===== config.mk =====
export PLATFORM = sky130hd
export DESIGN_NAME = stack_unit_flat
export DESIGN_NICKNAME = d
export VERILOG_FILES = /design/src/rtl/stack_pkg.sv /design/src/rtl/stack_unit_if.sv /design/src/rtl/stack_unit_regfile.sv /design/src/rtl/stack_unit.sv /design/src/flat_wrapper.sv
export SDC_FILE = /design/constraint.sdc
export NUM_CORES = 1
export LEC_CHECK = 0
export CAP_MARGIN = 20
export CORE_MARGIN = 5
export CORE_UTILIZATION = 45
export CTS_CLUSTER_DIAMETER = 40
export DETAILED_ROUTE_END_ITERATION = 7
export DONT_BUFFER_PORTS = 1
export GPL_TIMING_DRIVEN = 1
export SLEW_MARGIN = 40
export SYNTH_ARGS = -nofsm -noshare
export SYNTH_HDL_FRONTEND = slang
export SYNTH_HIERARCHICAL = 1
export SYNTH_SLANG_ARGS = --single-unit

===== constraint.sdc =====
create_clock -name clk -period 3.3 [get_ports clk]
set_input_delay 0.99 -clock clk [delete_from_list [all_inputs] [get_ports clk]]
set_output_delay 0.99 -clock clk [all_outputs]
set_load 0.01 [all_outputs]

===== src/rtl/stack_pkg.sv =====
// Shared constants and op encoding for the operand stack.
package stack_pkg;

    localparam int STACK_WIDTH = 8;
    localparam int STACK_DEPTH = 8;

    // Encoded as {push, pop}
    typedef enum logic [1:0] {
        ST_NOP  = 2'b00,
        ST_POP  = 2'b01,
        ST_PUSH = 2'b10,
        ST_REPL = 2'b11
    } stack_op_t;

endpackage


===== src/rtl/stack_unit_if.sv =====
// Controller-to-stack bus: push/pop strobes and write data in, top-of-stack and status out.
interface stack_unit_if
    import stack_pkg::*;
#(
    parameter int WIDTH = STACK_WIDTH,
    parameter int DEPTH = STACK_DEPTH
) ();

    localparam int CW = $clog2(DEPTH + 1);

    logic             push;
    logic             pop;
    logic [WIDTH-1:0] din;
    logic [WIDTH-1:0] top;
    logic             nor_top;
    logic [CW-1:0]    count;
    logic             full;
    logic             empty;
    logic             overflow;
    logic             underflow;

    modport master (
        output push, pop, din,
        input  top, nor_top, count, full, empty, overflow, underflow
    );

    modport slave (
        input  push, pop, din,
        output top, nor_top, count, full, empty, overflow, underflow
    );

endinterface


===== src/rtl/stack_unit_regfile.sv =====
// Stack entry storage: one synchronous write port, one asynchronous read port, no reset.
module stack_regfile
    import stack_pkg::*;
#(
    parameter int WIDTH = STACK_WIDTH,
    parameter int DEPTH = STACK_DEPTH,
    localparam int AW   = $clog2(DEPTH)
) (
    input  logic             clk,
    input  logic             we,
    input  logic [AW-1:0]    waddr,
    input  logic [WIDTH-1:0] wdata,
    input  logic [AW-1:0]    raddr,
    output logic [WIDTH-1:0] rdata
);

    logic [WIDTH-1:0] mem [DEPTH];

    always_ff @(posedge clk) begin
        if (we) begin
            mem[waddr] <= wdata;
        end
    end

    assign rdata = mem[raddr];

endmodule


===== src/rtl/stack_unit.sv =====
// Operand stack: op decode, stack pointer, sticky error flags and top-of-stack outputs.
// Build option: define STACK_ERR_EN to implement the sticky overflow/underflow flags.
module stack_unit
    import stack_pkg::*;
#(
    parameter int WIDTH = STACK_WIDTH,
    parameter int DEPTH = STACK_DEPTH
) (
    input  logic         clk,
    input  logic         rst,
    stack_unit_if.slave  bus
);

    localparam int AW = $clog2(DEPTH);
    localparam int CW = $clog2(DEPTH + 1);

    stack_op_t        op;
    logic [CW-1:0]    sp;
    logic [CW-1:0]    sp_next;
    logic [CW-1:0]    sp_dec;
    logic             is_full;
    logic             is_empty;
    logic             we;
    logic [AW-1:0]    waddr;
    logic [AW-1:0]    raddr;
    logic [WIDTH-1:0] rdata;

    assign op       = stack_op_t'({bus.push, bus.pop});
    assign is_full  = (sp == CW'(DEPTH));
    assign is_empty = (sp == '0);
    assign sp_dec   = sp - CW'(1);

    always_comb begin
        we      = 1'b0;
        waddr   = sp[AW-1:0];
        sp_next = sp;
        case (op)
            ST_PUSH: begin
                if (!is_full) begin
                    we      = 1'b1;
                    sp_next = sp + CW'(1);
                end
            end
            ST_POP: begin
                if (!is_empty) begin
                    sp_next = sp_dec;
                end
            end
            ST_REPL: begin
                // Replace on an empty stack degenerates to a plain push
                we = 1'b1;
                if (is_empty) begin
                    sp_next = sp + CW'(1);
                end else begin
                    waddr = sp_dec[AW-1:0];
                end
            end
            default: ;
        endcase
    end

    always_ff @(posedge clk or posedge rst) begin
        if (rst) begin
            sp <= '0;
        end else begin
            sp <= sp_next;
        end
    end

    stack_regfile #(
        .WIDTH (WIDTH),
        .DEPTH (DEPTH)
    ) u_regfile (
        .clk   (clk),
        .we    (we),
        .waddr (waddr),
        .wdata (bus.din),
        .raddr (raddr),
        .rdata (rdata)
    );

    assign raddr       = sp_dec[AW-1:0];
    assign bus.top     = is_empty ? '0 : rdata;
    assign bus.nor_top = (bus.top == '0);
    assign bus.count   = sp;
    assign bus.full    = is_full;
    assign bus.empty   = is_empty;

`ifdef STACK_ERR_EN
    logic ovf_q;
    logic unf_q;

    always_ff @(posedge clk or posedge rst) begin
        if (rst) begin
            ovf_q <= 1'b0;
            unf_q <= 1'b0;
        end else begin
            if (op == ST_PUSH && is_full) begin
                ovf_q <= 1'b1;
            end
            if (op == ST_POP && is_empty) begin
                unf_q <= 1'b1;
            end
        end
    end

    assign bus.overflow  = ovf_q;
    assign bus.underflow = unf_q;
`else
    assign bus.overflow  = 1'b0;
    assign bus.underflow = 1'b0;
`endif

endmodule


===== src/flat_wrapper.sv =====
// flat-port wrapper written by rule: the top's interface ports become plain ports
module stack_unit_flat import stack_pkg::*;
#(
    parameter int WIDTH = STACK_WIDTH,
    parameter int DEPTH = STACK_DEPTH
)
  (clk, rst, bus_push, bus_pop, bus_din, bus_top, bus_nor_top, bus_count, bus_full, bus_empty, bus_overflow, bus_underflow);
  stack_unit_if #(.WIDTH(WIDTH), .DEPTH(DEPTH)) bus_i ();
  input  logic clk;
  input  logic rst;
  input wire logic [$bits(bus_i.push)-1:0] bus_push;
  input wire logic [$bits(bus_i.pop)-1:0] bus_pop;
  input wire logic [$bits(bus_i.din)-1:0] bus_din;
  output wire logic [$bits(bus_i.top)-1:0] bus_top;
  output wire logic [$bits(bus_i.nor_top)-1:0] bus_nor_top;
  output wire logic [$bits(bus_i.count)-1:0] bus_count;
  output wire logic [$bits(bus_i.full)-1:0] bus_full;
  output wire logic [$bits(bus_i.empty)-1:0] bus_empty;
  output wire logic [$bits(bus_i.overflow)-1:0] bus_overflow;
  output wire logic [$bits(bus_i.underflow)-1:0] bus_underflow;
  assign bus_i.push = bus_push;
  assign bus_i.pop = bus_pop;
  assign bus_i.din = bus_din;
  assign bus_top = bus_i.top;
  assign bus_nor_top = bus_i.nor_top;
  assign bus_count = bus_i.count;
  assign bus_full = bus_i.full;
  assign bus_empty = bus_i.empty;
  assign bus_overflow = bus_i.overflow;
  assign bus_underflow = bus_i.underflow;
  stack_unit #(.WIDTH(WIDTH), .DEPTH(DEPTH)) u_core (.clk(clk), .rst(rst), .bus(bus_i));
endmodule

==> key figures <==
Power and ir drop
  • Static Leakage: 1.29 nW
  • P per Cell Area: 1030 mW/mm²
  • Maximum VDD drop: 0.376 mV

Synthesis
  • Post-synth EDFFs: 64
  • Most common cell in the synthesized netlist: edfxtp_1
  • Largest cells by area after synthesis: edfxtp_1 61%, mux4_1 13%, dfrtp_1 3.2%
  • Post-synth top area share: 0.614
  • Post-synth ARST share: 0.0588
  • Synth Instances: 178
  • Seq/Total Area, Yosys: 0.646
  • Synthesized cell area: 0.00313 mm²
  • Area leader, netlist: edfxtp_1
  • Cell variety after synth: 48
  • Main synth FF type: edfxtp_1
  • Mean Syn Cell Area: 17.6 µm²
  • Post-synth top cells: 64 x edfxtp_1, 15 x mux4_1, 9 x nor2_1
  • Synth warn: 6
  • Post-synthesis register bit count: 68

Worst setup path
  • Worst Path Max Fanout: 13
  • Kind of critical path: flop to primary output
  • Startpoint Class: flop
  • Worst endpoint data arrival time: 2.49 ns
  • Worst EP required: 2.31 ns
  • Crit. End Element: primary output

Final layout
  • Fill cell count: 546
  • Multi-input gate area in the final layout: 0.00104 mm²
  • Fin nets: 216
  • Area Growth Syn to Fin: 16.4%
  • Final instance area: 0.00364 mm²
  • N_diodes: 0
  • Register area: 0.00202 mm²
  • Layout cells sized above 1: 0.329

Route
  • Iter 0 DRT Violations: 78
  • WL/cell: 20.3 µm
  • DR WL met2: 2950 µm
  • Uppermost layer routed: met4
  • Total length of routed wires: 6170 µm
  • Met1 WL: 2760 µm
  • Remaining antenna violation count after routing: 0
  • DRT Pass-1 Iters: 4
  • Met3 Wirelength: 351 µm
  • Via density per instance: 5.39
  • Via Count: 1632
  • # DRC: 0

Global route
  • Antenna violations before repair: 0
  • Largest net degree at the start of global routing: 14
  • First-pass GRT wire length: 9500 µm
  • GRT Util Overall: 0.151
  • Congestion Overflow GR: 0
  • Vias in the first global route: 1676

Floorplan
  • Number of placement rows: 30
  • Die Y: 93.4 µm
  • I/O pin count: 29
  • Die Wd: 93.4 µm
  • Core Box Area: 0.00679 mm²
  • Initial Util: 0.461
  • Full die area: 0.00873 mm²

Clocking
  • CTS sink cnt: 68
  • Clk_lat worst skew: 0.33 ns
  • Hold Buf Count CTS: 0
  • Total CTS buffers: 9
  • CTS tree: built
  • CTS clk-pin slew, worst paths: 0.07 ns
  • H-tree Lvls: 3
  • Root buf cell: clkbuf_8
  • Clock Tree Buf Depth: 2

STA
  • Worst Slack Setup Final: -0.176 ns
  • Final Hold Viols: 0
  • Fmax: 288 MHz
  • Final setup fails: 1
  • Final TNS setup: -0.176 ns
  • Fin crit share: 1.05
  • Hold slack: 0.428 ns
  • RSZ-0062 raised after global routing: yes
  • Shortest period the worst path allows: 3.48 ns
  • Max Slew Vio Count: 0
  • Clk_skew: 0.00572 ns

Outcome
  • Failing checks: setup timing
  • Status: finished, violations left

Place
  • Setup slack after placement: -0.0486 ns
  • Placed Area: 0.00330 mm²
  • Detail Placement HPWL: 4040 µm
  • Port buffer count: 0
  • Placer Congestion: 0.871

Job
  • Max-Cap Viols: 0

Worst hold path
  • Hold Crit Class: input port to asynchronous set/reset pin
==> metrics by stage <==
| stage | total power [mW] | std cells | util |
|---|---|---|---|
| after floorplan | 2.33 | 179 | - |
| after global placement | 2.64 | 283 | 0.486 |
| after detailed placement | 2.69 | 283 | 0.486 |
| after CTS | 3.69 | 301 | 0.532 |
| after global routing | 3.92 | 303 | 0.536 |
| final | 3.74 | 303 | 0.536 |
==> report_power, final <==
part	total, mW	leakage [nW]	switching [mW]	internal, mW
clock network	0.810	0.117	0.311	0.499
registers	1.17	0.627	0.0635	1.11
logic	1.76	0.541	0.890	0.865
==> worst max-delay path, stage by stage (launching register included) <==
cell	delay, ns
dfrtp_2	0.42
inv_4	0.08
buf_8	0.17
buf_4	0.17
mux4_1	0.55
mux2_2	0.30
nor4_2	0.26
a21o_1	0.19
==> worst paths after layout <==
path / startpoint / end / slack (ns) / cells past startpoint
setup / recovery: u_core/bus.count[0] / bus_nor_top / -0.18 / 7
hold / removal: rst / u_core/bus.count[3] / 0.43 / 1
setup reg to reg: u_core/bus.count[0] / u_core/u_regfile/mem[3][6] / 0.68 / 10
hold reg to reg: u_core/bus.count[0] / u_core/bus.count[0] / 0.67 / 2
max in group asynchronous: rst / u_core/bus.count[1] / 2.69 / 1
min in group clk: u_core/bus.count[0] / u_core/bus.count[0] / 0.67 / 2
==> layout by cell type (no fill, tap or decap), types with 3 or more instances in the layout <==
master     count
nand2_1        4
clkbuf_8       9
mux2_2         6
nand2b_1       4
mux4_1        14
inv_1          3
buf_4         22
o21ai_1        4
nor2b_1        7
nor2_1         9
edfxtp_1      64
xnor2_1        3
bufinv_16      3
==> what timing repair did <==
item / 4_1_cts / 5_1_grt
pin swaps: 3 / 3
buffers inserted: 2 / 2
resized for setup: 13 / 6
gates cloned: 1 / 0
setup endpoints to repair: 1 / 4
==> cell families after synthesis <==
family,count (synthesis),synth area share
multiplexers,25,0.165
adder cells (fa/ha/maj),2,0.00799
AND/OR/NAND/NOR,43,0.0859
buffers and inverters,18,0.0431
XOR/XNOR,4,0.0112
flip-flops,68,0.646
AO/OA/AOI/OAI,17,0.0400
other,1,0.00120
==> routing by layer <==
metal	vias to the layer above	track usage
met1	821	0.201
met5	-	0
met2	50	0.228
met4	0	0.0623
li1	749	-
met3	12	0.0499
==> registers in the layout, indices dropped and copies added (netlist names) <==
signal,count
u_core/bus.count,4
u_core/u_regfile/mem,64
==> area by class of cell <==
type	instances	area share
Sequential cell	68	0.555
Multi-Input combinational cell	93	0.285
Timing Repair Buffer	25	0.0556
Clock buffer	9	0.0340
Tap cell	96	0.0330
Clock inverter	7	0.0316
Inverter	5	0.00584
(Power assumes the default switching activity.)
